File: src/rtl/solo_squash_pkg.sv
// ----------------------------------------------------------------------------
// solo_squash_pkg
// Shared definitions for the solo_squash board wrapper and input conditioning.
//   state_e             : per-channel debounce FSM state encoding
//   DEBOUNCE_10MS_25MHZ : cycles in 10 ms at a 25 MHz pixel clock
// ----------------------------------------------------------------------------
package solo_squash_pkg;

    typedef enum logic [1:0] {
        REL   = 2'd0,   // stable released
        PWAIT = 2'd1,   // press pending
        PRS   = 2'd2,   // stable pressed
        RWAIT = 2'd3    // release pending
    } state_e;

    localparam int unsigned DEBOUNCE_10MS_25MHZ = 250000;

endpackage

File: src/rtl/button_conditioner_if.sv
// ----------------------------------------------------------------------------
// button_conditioner_if
// Bundles the button-side signals of button_conditioner.
//   i_btn_raw_n : raw asynchronous pins, 0 = pressed (driven by board side)
//   o_btn_n     : debounced level, 0 = pressed
//   o_press     : one-cycle pulse on debounced falling level
//   o_release   : one-cycle pulse on debounced rising level
// Modports: master = board/game side, slave = conditioner.
// ----------------------------------------------------------------------------
interface button_conditioner_if #(
    parameter int unsigned NUM_BTNS = 5
);
    logic [NUM_BTNS-1:0] i_btn_raw_n;
    logic [NUM_BTNS-1:0] o_btn_n;
    logic [NUM_BTNS-1:0] o_press;
    logic [NUM_BTNS-1:0] o_release;

    modport master (
        output i_btn_raw_n,
        input  o_btn_n,
        input  o_press,
        input  o_release
    );

    modport slave (
        input  i_btn_raw_n,
        output o_btn_n,
        output o_press,
        output o_release
    );
endinterface

File: src/rtl/button_conditioner_debounce_channel.sv
// ----------------------------------------------------------------------------
// debounce_channel
// Single-bit synchroniser + debounce FSM + press/release pulse generation.
//   clk       : pixel clock
//   reset     : synchronous, active-high
//   i_raw_n   : raw asynchronous pin, 0 = pressed
//   o_btn_n   : debounced registered level, 0 = pressed
//   o_press   : one-cycle pulse coincident with o_btn_n falling
//   o_release : one-cycle pulse coincident with o_btn_n rising
// ----------------------------------------------------------------------------
module debounce_channel
    import solo_squash_pkg::*;
#(
    parameter int unsigned SYNC_STAGES     = 2,
    parameter int unsigned DEBOUNCE_CYCLES = DEBOUNCE_10MS_25MHZ
) (
    input  logic clk,
    input  logic reset,
    input  logic i_raw_n,
    output logic o_btn_n,
    output logic o_press,
    output logic o_release
);
    localparam int unsigned CNT_W = $clog2(DEBOUNCE_CYCLES);
    localparam logic [CNT_W-1:0] CntMax = CNT_W'(DEBOUNCE_CYCLES - 1);
    localparam logic [CNT_W-1:0] CntOne = CNT_W'(1);

    logic [SYNC_STAGES-1:0] r_sync;
    state_e                 r_state;
    logic [CNT_W-1:0]       r_cnt;
    logic                   r_btn_n;
    logic                   r_press;
    logic                   r_release;

    state_e                 w_state_nxt;
    logic [CNT_W-1:0]       w_cnt_nxt;
    logic                   w_btn_n_nxt;
    logic                   w_press_nxt;
    logic                   w_release_nxt;
    logic                   w_sync;

    assign w_sync = r_sync[SYNC_STAGES-1];

    always_ff @(posedge clk) begin
        if (reset) begin
            r_sync    <= '1;
            r_state   <= REL;
            r_cnt     <= '0;
            r_btn_n   <= 1'b1;
            r_press   <= 1'b0;
            r_release <= 1'b0;
        end else begin
            r_sync    <= {r_sync[SYNC_STAGES-2:0], i_raw_n};
            r_state   <= w_state_nxt;
            r_cnt     <= w_cnt_nxt;
            r_btn_n   <= w_btn_n_nxt;
            r_press   <= w_press_nxt;
            r_release <= w_release_nxt;
        end
    end

    // Counter only increments below CntMax, so it cannot wrap.
    always_comb begin
        w_state_nxt   = r_state;
        w_cnt_nxt     = r_cnt;
        w_btn_n_nxt   = r_btn_n;
        w_press_nxt   = 1'b0;
        w_release_nxt = 1'b0;
        unique case (r_state)
            REL: begin
                if (!w_sync) begin
                    w_state_nxt = PWAIT;
                    w_cnt_nxt   = CntOne;
                end
            end
            PWAIT: begin
                if (w_sync) begin
                    w_state_nxt = REL;
                    w_cnt_nxt   = '0;
                end else if (r_cnt == CntMax) begin
                    w_state_nxt = PRS;
                    w_cnt_nxt   = '0;
                    w_btn_n_nxt = 1'b0;
                    w_press_nxt = 1'b1;
                end else begin
                    w_cnt_nxt = r_cnt + 1'b1;
                end
            end
            PRS: begin
                if (w_sync) begin
                    w_state_nxt = RWAIT;
                    w_cnt_nxt   = CntOne;
                end
            end
            RWAIT: begin
                if (!w_sync) begin
                    w_state_nxt = PRS;
                    w_cnt_nxt   = '0;
                end else if (r_cnt == CntMax) begin
                    w_state_nxt   = REL;
                    w_cnt_nxt     = '0;
                    w_btn_n_nxt   = 1'b1;
                    w_release_nxt = 1'b1;
                end else begin
                    w_cnt_nxt = r_cnt + 1'b1;
                end
            end
            default: begin
                w_state_nxt = REL;
                w_cnt_nxt   = '0;
            end
        endcase
    end

    assign o_btn_n   = r_btn_n;
    assign o_press   = r_press;
    assign o_release = r_release;
endmodule

File: src/rtl/button_conditioner.sv
// ----------------------------------------------------------------------------
// button_conditioner
// Multi-channel pushbutton synchroniser/debouncer for the solo_squash core.
//   clk   : pixel clock
//   reset : synchronous, active-high
//   bus   : button_conditioner_if.slave (raw pins in; level and pulses out)
// Each channel is an independent debounce_channel; no logic is shared.
// ----------------------------------------------------------------------------
module button_conditioner
    import solo_squash_pkg::*;
#(
    parameter int unsigned NUM_BTNS        = 5,
    parameter int unsigned SYNC_STAGES     = 2,
    parameter int unsigned DEBOUNCE_CYCLES = DEBOUNCE_10MS_25MHZ
) (
    input  logic                  clk,
    input  logic                  reset,
    button_conditioner_if.slave   bus
);
    logic [NUM_BTNS-1:0] w_btn_n;
    logic [NUM_BTNS-1:0] w_press;
    logic [NUM_BTNS-1:0] w_release;

    for (genvar g = 0; g < NUM_BTNS; g++) begin : g_ch
        debounce_channel #(
            .SYNC_STAGES     (SYNC_STAGES),
            .DEBOUNCE_CYCLES (DEBOUNCE_CYCLES)
        ) u_ch (
            .clk       (clk),
            .reset     (reset),
            .i_raw_n   (bus.i_btn_raw_n[g]),
            .o_btn_n   (w_btn_n[g]),
            .o_press   (w_press[g]),
            .o_release (w_release[g])
        );
    end

    assign bus.o_btn_n   = w_btn_n;
    assign bus.o_press   = w_press;
    assign bus.o_release = w_release;
endmodule

File: src/flat_wrapper.sv
// flat-port wrapper written by rule: the top's interface ports become plain ports
module button_conditioner_flat import solo_squash_pkg::*;
#(
    parameter int unsigned NUM_BTNS        = 5,
    parameter int unsigned SYNC_STAGES     = 2,
    parameter int unsigned DEBOUNCE_CYCLES = DEBOUNCE_10MS_25MHZ
)
  (clk, reset, bus_i_btn_raw_n, bus_o_btn_n, bus_o_press, bus_o_release);
  button_conditioner_if #(.NUM_BTNS(NUM_BTNS)) bus_i ();
  input  logic clk;
  input  logic reset;
  input wire logic [$bits(bus_i.i_btn_raw_n)-1:0] bus_i_btn_raw_n;
  output wire logic [$bits(bus_i.o_btn_n)-1:0] bus_o_btn_n;
  output wire logic [$bits(bus_i.o_press)-1:0] bus_o_press;
  output wire logic [$bits(bus_i.o_release)-1:0] bus_o_release;
  assign bus_i.i_btn_raw_n = bus_i_btn_raw_n;
  assign bus_o_btn_n = bus_i.o_btn_n;
  assign bus_o_press = bus_i.o_press;
  assign bus_o_release = bus_i.o_release;
  button_conditioner #(.NUM_BTNS(NUM_BTNS), .SYNC_STAGES(SYNC_STAGES), .DEBOUNCE_CYCLES(DEBOUNCE_CYCLES)) u_core (.clk(clk), .reset(reset), .bus(bus_i));
endmodule
File: config.mk
export PLATFORM = sky130hd
export DESIGN_NAME = button_conditioner_flat
export DESIGN_NICKNAME = d
export VERILOG_FILES = /design/src/rtl/solo_squash_pkg.sv /design/src/rtl/button_conditioner_if.sv /design/src/rtl/button_conditioner_debounce_channel.sv /design/src/rtl/button_conditioner.sv /design/src/flat_wrapper.sv
export SDC_FILE = /design/constraint.sdc
export NUM_CORES = 1
export LEC_CHECK = 0
export CORE_UTILIZATION = 40
export DETAILED_ROUTE_END_ITERATION = 10
export GPL_ROUTABILITY_DRIVEN = 0
export GPL_TIMING_DRIVEN = 0
export SETUP_SLACK_MARGIN = 0.3
export SYNTH_ARGS = -nofsm -noshare
export SYNTH_HDL_FRONTEND = slang
export SYNTH_SLANG_ARGS = --single-unit
File: constraint.sdc
create_clock -name clk -period 3.2 [get_ports clk]
set_clock_uncertainty 0.15 [all_clocks]
set_input_delay 0.48 -clock clk [delete_from_list [all_inputs] [get_ports clk]]
set_output_delay 0.48 -clock clk [all_outputs]
set_load 0.01 [all_outputs]
==> impl_metrics.ini <==
[global_route]
overflow = 0
grt_pass1_wl_um = 24320
busiest_layer = met2
gr-usage-met3_pct = 4.766
antenna_found_initial = 0
grt_max_degree = 17
grtUsageTotal_pct = 19.00
met1_usage_pct = 24.34
grtUsageMet2_pct = 30.45
grt_pass1_vias = 5150

[timing]
tightest_slew_ns = 1.117
max_freq_mhz = 384.4
min_period_over_period_pct = 81.30
fin_crit_ns = 2.602
slew_headroom_pct = 24.94
finalHoldViolations = 0
finalSetupViolations = 0
rsz0062_at_grt = false
slew_violations = 0
final.setup.worst_slack_ns = 0.5983
whs_ns = 0.2559
tns_ns = 0

[placed_design]
io_buffers = 21
dp.cells = 946
place_ws_ns = 0.1766
placed_area_um2 = 6675
place_hpwl_um = 10190

[routing]
drt-vias-per-instance = 5.675
drt_iter0_drc = 268
dr.pass1.iters = 5
postRouteAntennaNets = 0
avgRoutedWirePerCell_um = 15.16
drc = 0
vias = 5550
wl_um = 14830

[worst_setup_path]
cp_num_buf_inv = 3
worstPathRequired_ns = 3.37
critPathKind = primary input to flip-flop
critPathLaunchType = primary input
cp_top_family = buffers and inverters
worst_setup_path_end_kind = flip-flop
crit_cells = 6
slowest_stage = nor3_1
path_cells = clkdlybuf4s50_1 > clkbuf_8 > nor3_1 > clkbuf_1 > nand2_1 > o311ai_0
arrival_ns = 2.77
critPathMaxFanout = 10
critPathMaxStageDelay_ns = 0.75
reg2regPathDepth = 6

[floorplanning]
rows = 45
ios = 22
chipHeight_um = 126.8
fp.dieW_um = 126.8
core-area_um2 = 15200
die_area_um2 = 16080
start_util_pct = 40.98

[power_and_ir_drop]
p_per_area_nw_per_um2 = 497.3
vdd_ir_drop_max_mv = 0.3920
leakage_uw = 0.002495

[logic_synthesis]
synth_edf_count = 0
synth_flop_cell = dfxtp_1
synth_warnings = 0
synthArstFlopShare_pct = 0
syn_inst = 737
synth_nets = 749
syn_area_um2 = 6230
synth.ff_latch_count = 125
ys_types = 74
ys_seq_area_share_pct = 40.17
syn_area_per_cell_um2 = 8.453

[clock_tree]
insertion_delay_ns = 0.42
cts-resized-gates = 0
clock_sinks = 125
cts_tree = yes
htreeDepth = 4
clk_pin_slew_ns = 0.06
cts_root_buffer = clkbuf_16
clockBufferDepth = 2
cts_setup_buffers = 0
cts_hold_buffers = 0
cts_buffers = 17

[layout]
area_growth_pct = 16.31
diodes = 0
nNetsFinal = 789
fin_area_um2 = 7246
final_cell_count_no_fill = 978
drive_above_1_share_pct = 12.03

[worst_hold_path]
hold_depth = 1
hold_class = flip-flop to flip-flop

[outcome]
outcome = completed

[flow_run]
maxCapViolations = 0
-- through the flow --
stage / utilization, % / total power (uW)
after CTS: 47.66 / 3641
after global routing: 47.66 / 3740
after floorplan: - / 1742
after global placement: 43.91 / 1791
final: 47.66 / 3604
after detailed placement: 43.91 / 1796
-- worst reg2reg max path, delay by kind of cell (launching register included) --
kind                       cells  cell delay (ns)
DFF                            1             0.42
adders and majority gates      1             0.24
AOI/OAI and AO/OA              1             0.19
xor gates and xnor gates       1             0.13
and+or+nand+nor                3             1.22
-- power by group --
group / leakage, uW / internal [uW] / switching [uW]
Combinational: 0.00122 / 60.9 / 103
Sequential: 0.00101 / 1580 / 21.8
Clock: 0.000269 / 1110 / 729
Total: 0.00250 / 2750 / 854
-- worst paths after layout --
kind | end | slack [ns] | from
worst max-delay path | u_core.g_ch[0].u_ch.r_cnt[15] | 0.60 | reset
worst min register to register | u_core.g_ch[0].u_ch.r_sync[1] | 0.26 | u_core.g_ch[0].u_ch.r_sync[0]
worst max register to register | u_core.g_ch[1].u_ch.r_cnt[16] | 0.74 | u_core.g_ch[1].u_ch.r_cnt[0]
worst min-delay path | u_core.g_ch[0].u_ch.r_sync[1] | 0.26 | u_core.g_ch[0].u_ch.r_sync[0]
-- registers in the layout, summed over array words and instances, names as in the netlist, named ones only --
signal,count
u_core.g_ch.u_ch.o_btn_n,5
u_core.g_ch.u_ch.o_release,5
u_core.g_ch.u_ch.r_cnt,90
u_core.g_ch.u_ch.r_sync,10
u_core.g_ch.u_ch.r_state,5
u_core.g_ch.u_ch.o_press,5
-- cell type report --
| class | instances | area, um^2 |
|---|---|---|
| Buffer | 46 | 284.0 |
| Clock buffer | 20 | 456.7 |
| Clock inverter | 12 | 113.9 |
| Fill cell | 1473 | 7956 |
| Inverter | 14 | 52.55 |
| Multi-Input combinational cell | 552 | 3391 |
| Sequential cell | 125 | 2502 |
| Tap cell | 188 | 235.2 |
| Timing Repair Buffer | 21 | 210.2 |
-- cells in the final DEF, fill, tap and decap left out, drive strengths merged, types with 19 or more instances in the layout --
cell | netlist | layout
nand3 | 54 | 54
dfxtp | 125 | 125
nand4 | 23 | 23
nor2 | 49 | 49
nor3 | 26 | 26
clkdlybuf4s50 | 0 | 21
nand2 | 77 | 77
or2 | 19 | 19
clkbuf | 18 | 38
buf | 28 | 28
o21ai | 25 | 25
a31oi | 25 | 25
a21oi | 44 | 44
-- metal layers --
metal / share of wire, % / up-vias
met2: 46 / 113
met3: 3.4 / 21
met4: 1.8 / 0
met5: 0 / -
li1: - / 2795
met1: 49 / 2621
-- cells in the mapped netlist, drive strengths merged (11+ instances only) --
cell,n,share of area (%)
a21oi,44,3.6
or2,19,1.9
nand3,54,4.3
clkbuf,18,1.2
or3,16,1.6
nor4,11,1.5
a22o,13,1.8
buf,28,3.3
nand2,77,4.6
and3,13,1.3
xnor2,13,1.8
mux2i,12,1.9
o21ai,25,2.0
nand4,23,2.3
dfxtp,125,40
inv,14,0.84
nor2,49,3.0
a31oi,25,2.5
nor3,26,2.2
-- logic make-up after synthesis --
| family | count (synthesis) | share of synthesized area, % |
|---|---|---|
| multiplexers | 14 | 2.290 |
| AND/OR/NAND/NOR | 342 | 29.75 |
| XOR/XNOR | 23 | 3.234 |
| flip-flops | 125 | 40.17 |
| AO/OA/AOI/OAI | 168 | 18.16 |
| adder cells (fa/ha/maj) | 5 | 1.004 |
| buffers and inverters | 60 | 5.402 |
Power figures use the tool's default switching activity.
